===== config.mk =====
export PLATFORM = sky130hd
export DESIGN_NAME = fixed_point_complex_mac
export DESIGN_NICKNAME = d
export VERILOG_FILES = /design/src/rtl/fixed_point_cmac_pkg.sv /design/src/rtl/fixed_point_complex_mac_complex_product_unit.sv /design/src/rtl/fixed_point_complex_mac.sv
export SDC_FILE = /design/constraint.sdc
export NUM_CORES = 2
export LEC_CHECK = 0
export CORE_ASPECT_RATIO = 0.5
export CORE_MARGIN = 5
export CORE_UTILIZATION = 40
export CTS_CLUSTER_DIAMETER = 80
export CTS_CLUSTER_SIZE = 25
export DETAILED_ROUTE_END_ITERATION = 10
export HOLD_SLACK_MARGIN = 0.02
export PLACE_DENSITY_LB_ADDON = 0.2
export SYNTH_ARGS = -nofsm -noshare
export SYNTH_HDL_FRONTEND = slang
export SYNTH_SLANG_ARGS = --single-unit
export TNS_END_PERCENT = 50

===== constraint.sdc =====
create_clock -name clk -period 12.6 [get_ports clk]
set_input_delay 2.52 -clock clk [delete_from_list [all_inputs] [get_ports clk]]
set_output_delay 2.52 -clock clk [all_outputs]
set_load 0.01 [all_outputs]

===== src/rtl/fixed_point_cmac_pkg.sv =====
`default_nettype none
// ------------------------------------------------------------------
// fixed_point_cmac_pkg : shared types and helpers for the complex MAC
// Rev 1.0
// ------------------------------------------------------------------
package fixed_point_cmac_pkg;

    typedef enum logic [2:0] {
        IDLE  = 3'd0,
        CALC1 = 3'd1,
        CALC2 = 3'd2,
        CALC3 = 3'd3,
        DONE  = 3'd4
    } state_t;

    localparam int c_MULTS_AREA = 1;
    localparam int c_MULTS_FAST = 3;

    // Full-precision signed product, arithmetic shift by the fraction width.
    // Callers sign-extend operands to 64 bits and keep the low bits they need.
    function automatic logic [63:0] fxp_mul(input logic signed [63:0] i_a,
                                            input logic signed [63:0] i_b,
                                            input int                 i_d);
        logic signed [127:0] w_p;
        w_p = 128'(i_a) * 128'(i_b);
        w_p = w_p >>> i_d;
        return w_p[63:0];
    endfunction

endpackage
`default_nettype wire


===== src/rtl/fixed_point_complex_mac_complex_product_unit.sv =====
`default_nettype none
// ------------------------------------------------------------------
// complex_product_unit : 3-mult Karatsuba complex product, 1 or 3 muls
// Rev 1.0
// ------------------------------------------------------------------
module complex_product_unit
    import fixed_point_cmac_pkg::*;
#(
    parameter int N         = 32,
    parameter int D         = 16,
    parameter int NUM_MULTS = 1
) (
    input  logic         clk,
    input  logic         reset,
    input  logic [N-1:0] i_ar,
    input  logic [N-1:0] i_ac,
    input  logic [N-1:0] i_br,
    input  logic [N-1:0] i_bc,
    input  state_t       i_phase,
    output logic [N-1:0] o_pr,
    output logic [N-1:0] o_pc,
    output logic         o_done
);

    logic [N-1:0] w_sa;
    logic [N-1:0] w_sb;

    assign w_sa = i_ar + i_ac;
    assign w_sb = i_br + i_bc;

    generate
        if (N > 64) begin : g_bad_width
            $error("complex_product_unit: N must not exceed 64");
        end

        if (NUM_MULTS == c_MULTS_FAST) begin : g_three
            logic [N-1:0] w_p1;
            logic [N-1:0] w_p2;
            logic [N-1:0] w_p3;
            logic         w_unused_clk_rst;

            assign w_unused_clk_rst = ^{clk, reset};
            assign w_p1   = N'(fxp_mul(64'($signed(i_ar)), 64'($signed(i_br)), D));
            assign w_p2   = N'(fxp_mul(64'($signed(i_ac)), 64'($signed(i_bc)), D));
            assign w_p3   = N'(fxp_mul(64'($signed(w_sa)), 64'($signed(w_sb)), D));
            assign o_pr   = w_p1 - w_p2;
            assign o_pc   = w_p3 - w_p1 - w_p2;
            assign o_done = (i_phase == CALC1);
        end else if (NUM_MULTS == c_MULTS_AREA) begin : g_one
            logic [N-1:0] w_opa;
            logic [N-1:0] w_opb;
            logic [N-1:0] w_m;
            logic [N-1:0] r_p1;
            logic [N-1:0] r_p2;

            // One multiplier walks P1, P2, P3 over CALC1..CALC3.
            always_comb begin
                w_opa = i_ar;
                w_opb = i_br;
                case (i_phase)
                    CALC2: begin
                        w_opa = i_ac;
                        w_opb = i_bc;
                    end
                    CALC3: begin
                        w_opa = w_sa;
                        w_opb = w_sb;
                    end
                    default: ;
                endcase
            end

            assign w_m = N'(fxp_mul(64'($signed(w_opa)), 64'($signed(w_opb)), D));

            always_ff @(posedge clk) begin
                if (reset) begin
                    r_p1 <= '0;
                    r_p2 <= '0;
                end else begin
                    if (i_phase == CALC1) r_p1 <= w_m;
                    if (i_phase == CALC2) r_p2 <= w_m;
                end
            end

            assign o_pr   = r_p1 - r_p2;
            assign o_pc   = w_m - r_p1 - r_p2;
            assign o_done = (i_phase == CALC3);
        end else begin : g_bad_mults
            $error("complex_product_unit: NUM_MULTS must be 1 or 3");
        end
    endgenerate

endmodule
`default_nettype wire


===== src/rtl/fixed_point_complex_mac.sv =====
`default_nettype none
// ------------------------------------------------------------------
// fixed_point_complex_mac : grouped fixed-point complex multiply-accumulate
// Rev 1.0
// ------------------------------------------------------------------
module fixed_point_complex_mac
    import fixed_point_cmac_pkg::*;
#(
    parameter int N         = 32,
    parameter int D         = 16,
    parameter int NUM_MULTS = 1,
    parameter int MAX_LEN   = 16
) (
    input  logic                           clk,
    input  logic                           reset,
    input  logic                           i_recv_val,
    output logic                           o_recv_rdy,
    input  logic [N-1:0]                   i_ar,
    input  logic [N-1:0]                   i_ac,
    input  logic [N-1:0]                   i_br,
    input  logic [N-1:0]                   i_bc,
    input  logic                           i_conj,
    input  logic                           i_last,
    input  logic                           i_acc_en,
    output logic                           o_send_val,
    input  logic                           i_send_rdy,
    output logic [N-1:0]                   o_cr,
    output logic [N-1:0]                   o_cc,
    output logic [$clog2(MAX_LEN+1)-1:0]   o_send_len,
    output logic                           o_send_ovf
);

    localparam int LW = $clog2(MAX_LEN + 1);

    state_t        r_state;
    state_t        w_next;
    logic [N-1:0]  r_ar, r_ac, r_br, r_bc;
    logic [N-1:0]  r_acc_r, r_acc_c;
    logic [LW-1:0] r_count;
    logic [LW-1:0] w_count_next;
    logic          r_eop;
    logic          r_ovf;
    logic          w_accept;
    logic          w_hit_max;
    logic          w_prod_done;
    logic [N-1:0]  w_pr, w_pc;

    complex_product_unit #(
        .N         (N),
        .D         (D),
        .NUM_MULTS (NUM_MULTS)
    ) u_cpu (
        .clk     (clk),
        .reset   (reset),
        .i_ar    (r_ar),
        .i_ac    (r_ac),
        .i_br    (r_br),
        .i_bc    (r_bc),
        .i_phase (r_state),
        .o_pr    (w_pr),
        .o_pc    (w_pc),
        .o_done  (w_prod_done)
    );

    assign w_accept     = i_recv_val & o_recv_rdy;
    assign w_count_next = r_count + LW'(1);
    assign w_hit_max    = (w_count_next == LW'(MAX_LEN));

    always_comb begin
        w_next = r_state;
        case (r_state)
            IDLE:    if (w_accept) w_next = CALC1;
            CALC1:   w_next = w_prod_done ? (r_eop ? DONE : IDLE) : CALC2;
            CALC2:   w_next = CALC3;
            CALC3:   w_next = r_eop ? DONE : IDLE;
            DONE:    if (i_send_rdy) w_next = IDLE;
            default: w_next = IDLE;
        endcase
    end

    always_ff @(posedge clk) begin
        if (reset) begin
            r_state <= IDLE;
            r_ar    <= '0;
            r_ac    <= '0;
            r_br    <= '0;
            r_bc    <= '0;
            r_eop   <= 1'b0;
            r_ovf   <= 1'b0;
            r_acc_r <= '0;
            r_acc_c <= '0;
            r_count <= '0;
        end else begin
            r_state <= w_next;
            if (w_accept) begin
                r_ar  <= i_ar;
                r_ac  <= i_ac;
                r_br  <= i_br;
                r_bc  <= i_conj ? -i_bc : i_bc;
                r_eop <= i_last | ~i_acc_en | w_hit_max;
                // Overflow only when the length cap, not the caller, closed the group.
                r_ovf <= w_hit_max & ~i_last & i_acc_en;
            end
            if (w_prod_done) begin
                r_acc_r <= r_acc_r + w_pr;
                r_acc_c <= r_acc_c + w_pc;
                r_count <= w_count_next;
            end
            if ((r_state == DONE) && i_send_rdy) begin
                r_acc_r <= '0;
                r_acc_c <= '0;
                r_count <= '0;
                r_ovf   <= 1'b0;
            end
        end
    end

    assign o_recv_rdy = (r_state == IDLE) && !reset;
    assign o_send_val = (r_state == DONE);
    assign o_cr       = r_acc_r;
    assign o_cc       = r_acc_c;
    assign o_send_len = r_count;
    assign o_send_ovf = r_ovf;

endmodule
`default_nettype wire


==> metrics <==
status=finished, final reports clean; Sw Ratio=49.5%; Finished Cell Area=around 58000 um^2; Top Family by Delay on Critical Path=adder cells; clock skew=0.0329 ns; Post-DP Area=55600 um^2; post-placement cell count=7767; sequential share of power=6.5%; met3 WL post-DR=16400 um; DR pass1 iterations=5; Reg clk slew, reported paths=approximately 0.10 ns; GRT Total Usage=27.4%; LEAKAGE=26.4 nW; Worst Path Buf+Inv=6; CP endpoint=o_cc[31]; die area=126000 um^2; maximum VDD drop=0.000500 V; Post-Layout Cell Count=7840; first-pass GRT wire length=264000 um; syn nets=~7000; Met1 Wirelength=76200 um; period utilization=98.3%; CTS Root Cell=clkbuf_16; Crit. Startpoint=r_ac[0]; final setup fails=0; slew margin rel.=15.8%; Num CTS Buffers=21; Routed WL per cell=21.9 um; CTS tree=built; setup slack, reg-to-reg=0.22 ns; Placer Congestion=1.02; Combinational Power Share=89.1%; Synth Instances=roughly 5700; top_reg_cell synth=dfxtp_1; Top Metal Used=met5; Std-Cell Rows=89; sw power=8.61 mW; min-delay worst type=flop to flop; initial antenna violation count=5; GRT overflow=0; nets@finish=7595; Max clock buf depth=3; Synth Warn #=0; critical path's slowest cell=fa_1; crit end category=flop; worst-case reg-to-reg path depth=53; reg-to-reg endpoint=o_cc[31]; routed length on met2=74100 um; Die Y=254 um; Clock Latency Late Sink=0.59 ns; # clock sinks=266; DRC violation count after routing=0; Power Dens Cells=302 nW/um^2; CP most frequent cell=fa_1; Critical Path Max Stage Delay=0.59 ns; Diodes inserted=0; vias in the first global route=43500; highest fanout seen on the critical path=4; Fin. Hold Viols=0; Distinct cells, synth=86; Syn Area/Cell=~8.4 um^2; input/output buffers=206; worst slew pin tran=between 1 and 1.5 ns; Initial Util=about two fifths; Synth area leaders=fa_1, dfxtp_1, inv_1, ha_1, nand2_1; RSZ-0062 raised after global routing=true; vias=between 40000 and 50000; critical path class=flop to flop; IO Pins=between 200 and 250; sequential fraction of the synthesis area=11.2%; Die W=497 um; Highest Clock Rate=80.8 MHz; FF+latch count, synth=266; Synth-to-Final Area Change=21.2%; CP Data Required Time=13.12 ns; Core Area=118000 um^2; cell accounting for the most synthesized area=fa_1; Netlist Area Pre-Place=47500 um^2; largest net degree at the start of global routing=104; Period minus WS final=12.38 ns; Max Slew Vio Count=0; via/cell ratio=5.19; critical path depth in cells=53; Async S/R FF share, synth=0%; Startpoint Class=flop; Iteration-0 DRC Markers=2778; Routed Antenna Nets=0; final WL=172000 um; DPL Wire Length=144000 um; Synth top area share=39.3%; arrival time at the worst endpoint=12.90 ns; max_cap viols=0; H-tree lvl count=1; Cell Int Power=8.77 mW; R2R Path Start=r_ac[0]; power share of the clock group=4.4%; layout cell share with drive strength beyond 1=13.7%; Post-synth EDFFs=0
==> repair_timing <==
| action | CTS | global route |
|---|---|---|
| gates resized for setup | 113 | 113 |
| gates cloned | 0 | 1 |
| hold buffers | 0 | 0 |
| buffers inserted | 21 | 15 |
| endpoints found under the setup margin | 8 | 12 |
| pin swaps | 86 | 95 |
==> state kept, by name, indices dropped and copies added, names as in the netlist, 3 cells and up <==
name / cells
u_cpu.g_one.r_p2: 32
u_cpu.g_one.r_p1: 32
r_state: 3
o_cc: 32
r_ar: 32
r_br: 32
r_ac: 32
o_cr: 32
o_send_len: 5
r_bc: 32
==> metrics by stage <==
step                util [%]  setup TNS, ns  worst slack, ns  hold WS (ns)  power, mW
floorplan                  -              0           0.0666         0.436       9.66
global placement        47.1          -1.46           -0.674         0.442       15.2
detailed placement      47.1          -2.56           -0.897         0.447       15.4
CTS                     48.3        -0.0224          -0.0224         0.457       16.9
global route            48.8         -0.676           -0.380         0.477       19.0
finish                  48.8              0            0.217         0.458       17.4
==> layout make-up <==
type,instances,area (um^2)
Multi-Input combinational cell,4049,38100
Clock buffer,23,533
Clock inverter,14,209
Sequential cell,266,5340
Timing Repair Buffer,820,7380
Tap cell,1592,1990
Fill cell,11400,60400
Inverter,1076,4040
==> how the worst min path moves through the flow <==
| stage | depth (start not counted) | start | endpoint |
|---|---|---|---|
| 2_1_floorplan | 2 | u_cpu.g_one.r_p1[0] | u_cpu.g_one.r_p1[0] |
| 3_5_place_dp | 2 | u_cpu.g_one.r_p1[4] | u_cpu.g_one.r_p1[4] |
| 3_3_place_gp | 2 | u_cpu.g_one.r_p1[28] | u_cpu.g_one.r_p1[28] |
| 4_1_cts | 2 | u_cpu.g_one.r_p1[23] | u_cpu.g_one.r_p1[23] |
| 6_report | 2 | u_cpu.g_one.r_p1[29] | u_cpu.g_one.r_p1[29] |
| 5_1_grt | 2 | o_send_ovf | o_send_ovf |
==> kinds of logic after synthesis <==
logic type      after synthesis  synth area share, %
simple gates               1879                 17.2
buf+inv                    1346                 10.6
fa+ha+maj                  1226                 47.0
compound gates              711                 9.40
flops                       266                 11.2
xor+xnor                    191                 3.67
mux                          42                0.903
==> layer usage <==
metal  vias to the layer above  track usage (%)
met5                         -                0
met4                         4             6.99
met3                       223             7.04
met2                      1342             42.5
met1                     20600             38.4
li1                      18500                -
==> layout by cell type, fill, tap and decap left out, types with 30 or more instances in the layout <==
cell type	count
inv_1	1066
nand2_1	945
fa_1	920
buf_4	549
nor2_1	502
ha_1	273
dfxtp_1	254
a21oi_1	226
clkdlybuf4s50_1	205
nand3b_1	129
xnor2_1	109
o21ai_0	101
xor2_1	66
a21o_1	62
o21ai_1	53
o21a_1	50
buf_12	50
nand3_1	48
and2_1	41
nor3_1	36
mux2i_1	34
nor2b_1	30
==> synth_stat cells, types with 33 or more instances <==
cell type,instances
a21oi_1,252
and2_1,42
mux2i_1,37
a21o_1,64
nor2_1,522
fa_1,933
xnor2_1,116
nor3_1,40
o21a_1,55
xor2_1,70
ha_1,293
nor2b_1,33
dfxtp_1,266
o21ai_1,42
clkbuf_1,244
nand3b_1,129
nand2_1,948
o21ai_0,126
nand3_1,51
inv_1,1074
==> tightest hold or removal path, delay by kind of cell, from the launching register on <==
kind	cells	cell delay (ns)
AOI/OAI and AO/OA	1	0.05
DFF	1	0.31
and+or+nand+nor	1	0.05
==> power groups by stage <==
stage,clock network [mW],registers [mW],logic (mW)
floorplan,0,1.12,8.55
global route,0.820,1.15,17.0
finish,0.762,1.13,15.5
detailed placement,0,1.15,14.2
global placement,0,1.14,14.0
CTS,0.793,1.13,15.0
No activity file was read; power rests on OpenSTA's default activity.
